### src/rtl/fft_frame_writer_if.sv
// Sample-stream and RAM-write bundle for fft_frame_writer.
// master = sample source / controller side, slave = the frame writer.
interface fft_frame_writer_if #(
    parameter int ADDR_WIDTH = 7,
    parameter int DATA_WIDTH = 8,
    parameter int OVF_WIDTH  = 8
);
    logic                  start;
    logic                  abort;
    logic                  s_valid;
    logic [DATA_WIDTH-1:0] s_data;
    logic                  s_ready;
    logic                  wr_en;
    logic [ADDR_WIDTH-1:0] wr_addr;
    logic [DATA_WIDTH-1:0] wr_data;
    logic                  busy;
    logic                  frame_done;
    logic                  done_ack;
    logic [OVF_WIDTH-1:0]  ovf_cnt;

    modport master (
        output start, abort, s_valid, s_data, done_ack,
        input  s_ready, wr_en, wr_addr, wr_data, busy, frame_done, ovf_cnt
    );

    modport slave (
        input  start, abort, s_valid, s_data, done_ack,
        output s_ready, wr_en, wr_addr, wr_data, busy, frame_done, ovf_cnt
    );
endinterface

### src/rtl/fft_frame_writer.sv
// Captures one frame of 2**ADDR_WIDTH samples from a valid/ready stream into a RAM write port.
// Define FFT_FRAME_WRITER_BITREV_EN to store the frame in bit-reversed address order.
module fft_frame_writer #(
    parameter int ADDR_WIDTH = 7,
    parameter int DATA_WIDTH = 8,
    parameter int OVF_WIDTH  = 8
) (
    input  logic                    clk,
    input  logic                    tb_rst,
    fft_frame_writer_if.slave       bus
);
    typedef enum logic [1:0] {IDLE, FILL, DONE} state_t;

    state_t                state_q, state_d;
    logic [ADDR_WIDTH-1:0] cnt_q, cnt_d;
    logic                  wr_en_q, wr_en_d;
    logic [ADDR_WIDTH-1:0] wr_addr_q, wr_addr_d;
    logic [DATA_WIDTH-1:0] wr_data_q, wr_data_d;
    logic [OVF_WIDTH-1:0]  ovf_q, ovf_d;

    function automatic logic [ADDR_WIDTH-1:0] addr_map(input logic [ADDR_WIDTH-1:0] c);
        logic [ADDR_WIDTH-1:0] r;
`ifdef FFT_FRAME_WRITER_BITREV_EN
        for (int unsigned i = 0; i < ADDR_WIDTH; i++) begin
            r[i] = c[ADDR_WIDTH-1-i];
        end
`else
        r = c;
`endif
        return r;
    endfunction

    always_ff @(posedge clk or posedge tb_rst) begin
        if (tb_rst) begin
            state_q   <= IDLE;
            cnt_q     <= '0;
            wr_en_q   <= 1'b0;
            wr_addr_q <= '0;
            wr_data_q <= '0;
            ovf_q     <= '0;
        end else begin
            state_q   <= state_d;
            cnt_q     <= cnt_d;
            wr_en_q   <= wr_en_d;
            wr_addr_q <= wr_addr_d;
            wr_data_q <= wr_data_d;
            ovf_q     <= ovf_d;
        end
    end

    always_comb begin
        state_d   = state_q;
        cnt_d     = cnt_q;
        wr_en_d   = 1'b0;
        wr_addr_d = wr_addr_q;
        wr_data_d = wr_data_q;
        ovf_d     = ovf_q;

        if (bus.s_valid && state_q != FILL && ovf_q != '1) begin
            ovf_d = ovf_q + 1'b1;
        end

        unique case (state_q)
            IDLE: begin
                if (bus.start) begin
                    state_d = FILL;
                    cnt_d   = '0;
                    ovf_d   = '0;
                end
            end
            FILL: begin
                if (bus.s_valid) begin
                    wr_en_d   = 1'b1;
                    wr_addr_d = addr_map(cnt_q);
                    wr_data_d = bus.s_data;
                    cnt_d     = cnt_q + 1'b1;
                    if (cnt_q == '1) begin
                        state_d = DONE;
                    end
                end
                // Abort overrides the last-sample transition, but the write above still issues.
                if (bus.abort) begin
                    state_d = IDLE;
                    cnt_d   = '0;
                end
            end
            DONE: begin
                if (bus.done_ack) begin
                    state_d = IDLE;
                end
            end
            default: begin
                state_d = IDLE;
            end
        endcase
    end

    assign bus.s_ready    = (state_q == FILL);
    assign bus.busy       = (state_q == FILL);
    assign bus.frame_done = (state_q == DONE);
    assign bus.wr_en      = wr_en_q;
    assign bus.wr_addr    = wr_addr_q;
    assign bus.wr_data    = wr_data_q;
    assign bus.ovf_cnt    = ovf_q;
endmodule

### src/flat_wrapper.sv
// flat-port wrapper written by rule: the top's interface ports become plain ports
module fft_frame_writer_flat 
#(
    parameter int ADDR_WIDTH = 7,
    parameter int DATA_WIDTH = 8,
    parameter int OVF_WIDTH  = 8
)
  (clk, tb_rst, bus_start, bus_abort, bus_s_valid, bus_s_data, bus_done_ack, bus_s_ready, bus_wr_en, bus_wr_addr, bus_wr_data, bus_busy, bus_frame_done, bus_ovf_cnt);
  fft_frame_writer_if #(.ADDR_WIDTH(ADDR_WIDTH), .DATA_WIDTH(DATA_WIDTH), .OVF_WIDTH(OVF_WIDTH)) bus_i ();
  input  logic clk;
  input  logic tb_rst;
  input wire logic [$bits(bus_i.start)-1:0] bus_start;
  input wire logic [$bits(bus_i.abort)-1:0] bus_abort;
  input wire logic [$bits(bus_i.s_valid)-1:0] bus_s_valid;
  input wire logic [$bits(bus_i.s_data)-1:0] bus_s_data;
  input wire logic [$bits(bus_i.done_ack)-1:0] bus_done_ack;
  output wire logic [$bits(bus_i.s_ready)-1:0] bus_s_ready;
  output wire logic [$bits(bus_i.wr_en)-1:0] bus_wr_en;
  output wire logic [$bits(bus_i.wr_addr)-1:0] bus_wr_addr;
  output wire logic [$bits(bus_i.wr_data)-1:0] bus_wr_data;
  output wire logic [$bits(bus_i.busy)-1:0] bus_busy;
  output wire logic [$bits(bus_i.frame_done)-1:0] bus_frame_done;
  output wire logic [$bits(bus_i.ovf_cnt)-1:0] bus_ovf_cnt;
  assign bus_i.start = bus_start;
  assign bus_i.abort = bus_abort;
  assign bus_i.s_valid = bus_s_valid;
  assign bus_i.s_data = bus_s_data;
  assign bus_i.done_ack = bus_done_ack;
  assign bus_s_ready = bus_i.s_ready;
  assign bus_wr_en = bus_i.wr_en;
  assign bus_wr_addr = bus_i.wr_addr;
  assign bus_wr_data = bus_i.wr_data;
  assign bus_busy = bus_i.busy;
  assign bus_frame_done = bus_i.frame_done;
  assign bus_ovf_cnt = bus_i.ovf_cnt;
  fft_frame_writer #(.ADDR_WIDTH(ADDR_WIDTH), .DATA_WIDTH(DATA_WIDTH), .OVF_WIDTH(OVF_WIDTH)) u_core (.clk(clk), .tb_rst(tb_rst), .bus(bus_i));
endmodule
### config.mk
export PLATFORM = sky130hd
export DESIGN_NAME = fft_frame_writer_flat
export DESIGN_NICKNAME = d
export VERILOG_FILES = /design/src/rtl/fft_frame_writer_if.sv /design/src/rtl/fft_frame_writer.sv /design/src/flat_wrapper.sv
export SDC_FILE = /design/constraint.sdc
export NUM_CORES = 1
export LEC_CHECK = 0
export CORE_MARGIN = 2
export CORE_UTILIZATION = 43
export CTS_CLUSTER_DIAMETER = 120
export CTS_CLUSTER_SIZE = 25
export DETAILED_ROUTE_END_ITERATION = 8
export GPL_TIMING_DRIVEN = 0
export PLACE_DENSITY = 0.86
export RECOVER_POWER = 100
export SLEW_MARGIN = 10
export SYNTH_ARGS = -nofsm -noshare
export SYNTH_HDL_FRONTEND = slang
export SYNTH_SLANG_ARGS = --single-unit
### constraint.sdc
create_clock -name clk -period 1.43 [get_ports clk]
set_clock_uncertainty 0.1 [all_clocks]
set_input_delay 0.143 -clock clk [delete_from_list [all_inputs] [get_ports clk]]
set_output_delay 0.143 -clock clk [all_outputs]
set_load 0.02 [all_outputs]
==> impl_metrics.json <==
{
  "layout_commonest_cell": "dfrtp_1",
  "rsz0062_at_grt": "yes",
  "htreeDepth": 2,
  "first_iter_violations": 73,
  "vdd_ir_drop_max_v": 0.000848,
  "final_cells": 242,
  "finalInstanceArea_sq_um": 2280,
  "outcome": "finished, violations left",
  "fp.dieArea_sq_um": 4080,
  "initial_core_util": 0.455,
  "netlist_area_sq_um": 1540,
  "drc": 0,
  "antenna_cells": 0,
  "placed_area_sq_um": 2050,
  "synth_top_area_frac": 0.535,
  "synth.distinct_cells": 35,
  "nets": 211,
  "die_y_microns": 63.9,
  "syn_inst": 136,
  "worst_pin_slew_ns": 0.683,
  "min_period_ns": 1.68,
  "area_growth_pct": 47.5,
  "cp_max_fo": 5,
  "synth-edff-count": 0,
  "cp-start-kind": "flip-flop",
  "hp-class": "in -> reg",
  "cts_root_buf": "clkbuf_4",
  "fmax_mhz": 597,
  "grt_pass1_vias": 1301,
  "dp_hpwl_microns": 2290,
  "cp-end-kind": "flip-flop",
  "synthTopCellsByArea": "dfrtp_1 (54%), mux2_2 (12%), nand2_1 (3.4%), nor2_1 (2.9%), nand3_1 (2.3%)",
  "setup_viol": 26,
  "yosys_warnings": 0,
  "antenna_found_initial": 0,
  "via_per_inst": 5.31,
  "dp.cells": 221,
  "insertion_delay_ns": 0.33,
  "finalCritPeriodShare": 1.17,
  "grt_remaining_overflow": 0,
  "hold_viol_final": 0,
  "ys_seq_area_frac": 0.535,
  "io_buffers": 39,
  "slew_violations": 0,
  "core_sq_um": 3390,
  "yosysTopAreaCell": "dfrtp_1",
  "grt_pass1_wl_microns": 5850,
  "vias": 1284,
  "synthArstFlopShare": 1.00,
  "path_class": "reg -> reg",
  "synth_ff_type": "dfrtp_1",
  "cts_tree": "done",
  "syn-num-nets": 152,
  "dr.pass1.iters": 4,
  "p_per_area_nw_per_um2": 1070,
  "crit_arrival_ns": 1.85,
  "clock_path_buffers": 2,
  "ys_ff_latch": 33,
  "io_pins": 41,
  "drive_gt1_frac": 0.367,
  "p_total_mw": 2.43,
  "worstPathRequired_ns": 1.60,
  "postRouteAntennaNets": 0,
  "rows": 21,
  "cap_viol_max_count": 0,
  "p_leak_nw": 1.10,
  "die_w_microns": 63.9,
  "clock-sinks": 33,
  "grt.total_usage": 0.185,
  "place.gp.congestion": 0.764,
  "cp_slowest_cell": "dfrtp_1",
  "max-slew-margin-rel": 0.543,
  "grt_max_degree": 34,
  "fin_ws_ns": -0.245,
  "failed_checks": "negative setup slack",
  "slowest_delay_ns": 0.41,
  "crit_chain": "buf_6 -> o21bai_4 -> or2_4 -> or4_1 -> nand3_1",
  "layout_common_cells": "dfrtp_1 (25), dlygate4sd2_1 (22), mux2_2 (15)",
  "syn_avg_cell_area_sq_um": 11.3,
  "clkTransAtPathRegs_ns": 0.10,
  "drt-wirelength-per-cell_microns": 15.2,
  "wl_microns": 3670,
  "cts_buffers": 5
}
[worst paths after layout]
check	startpoint	end	slack (ns)	cells past startpoint
worst max-delay path	u_core.state_q[1]	u_core.cnt_q[6]	-0.25	5
worst min-delay path	bus_s_valid	u_core.bus.ovf_cnt[6]	0.14	3
worst max register to register	u_core.state_q[1]	u_core.cnt_q[6]	-0.25	5
worst min register to register	u_core.bus.wr_data[3]	u_core.bus.wr_data[3]	0.40	1
max in group asynchronous	tb_rst	u_core.bus.ovf_cnt[2]	0.53	2
min in group asynchronous	tb_rst	u_core.bus.wr_data[7]	0.28	2
[critical path, delay by kind of cell, from the launching register on]
kind	cells	cell delay [ns]
flip-flops	1	0.41
buffers and inverters	1	0.12
AO/OA/AOI/OAI	1	0.19
AND/OR/NAND/NOR	3	0.78
[cell usage after synthesis (2+ instances only)]
cell type / instances
xnor2_1: 4
a21oi_1: 2
nand4_1: 2
nand2b_1: 2
dfrtp_1: 33
and3_1: 2
o21ai_0: 6
ha_1: 2
mux2_2: 16
buf_4: 2
nand2_1: 14
nor3_1: 3
and2_1: 3
nand3_1: 7
mux2i_1: 3
nor2_1: 12
inv_1: 4
nor4b_1: 2
[layout make-up]
class                      count  area (sq um)
inverter                       5          27.5
sequential                    33           836
clock buffer                   8          58.8
buffer                         2          16.3
tap                           46          57.6
fill                         255          1110
multi-input combinational     95           802
timing repair buffer          53           478
[kinds of logic after synthesis]
logic type,Yosys count,synth area share
muxes,19,0.136
adders and majority gates,2,0.0162
DFF,33,0.535
xor gates and xnor gates,5,0.0284
and+or+nand+nor,55,0.190
buffers and inverters,8,0.0259
AOI/OAI and AO/OA,14,0.0681
[through the flow]
step                setup WS (ns)  TNS [ns]  utilization  hold slack (ns)
floorplan                 -0.0571    -0.483            -            0.135
global placement           -0.312    -10.08        0.606            0.386
detailed placement         -0.399    -13.19        0.606            0.393
CTS                        -0.202    -0.789        0.639            0.116
global route               -0.325     -3.86        0.671            0.154
finish                     -0.245     -2.28        0.671            0.137
[what timing repair did]
action | in CTS | in global routing
setup buffers | 8 | 6
endpoints found under the setup margin | 51 | 32
pin swaps | 6 | 7
hold buffers | 0 | 0
gates resized for setup | 44 | 21
[per-layer routing]
metal,share of wire,vias to the layer above,track usage,wire length [microns]
li1,-,604,-,-
met1,0.38,634,0.214,1400
met2,0.55,42,0.318,2010
met3,0.057,4,0.0599,211
met4,0.014,0,0.0679,51
met5,0,-,0,0
[report_power, final]
part           switching [mW]  internal (mW)  total [mW]  leakage [nW]
clock network           0.294          0.242       0.536        0.0326
registers              0.0888           1.05        1.14         0.424
logic                   0.394          0.366       0.760         0.642
[registers in the layout (all words and copies together) (netlist names)]
signal              flops
u_core.bus.ovf_cnt      8
u_core.bus.wr_en        1
u_core.bus.wr_addr      7
u_core.bus.wr_data      8
u_core.state_q          2
u_core.cnt_q            7
Note: power is estimated with default switching activity, not from simulation.
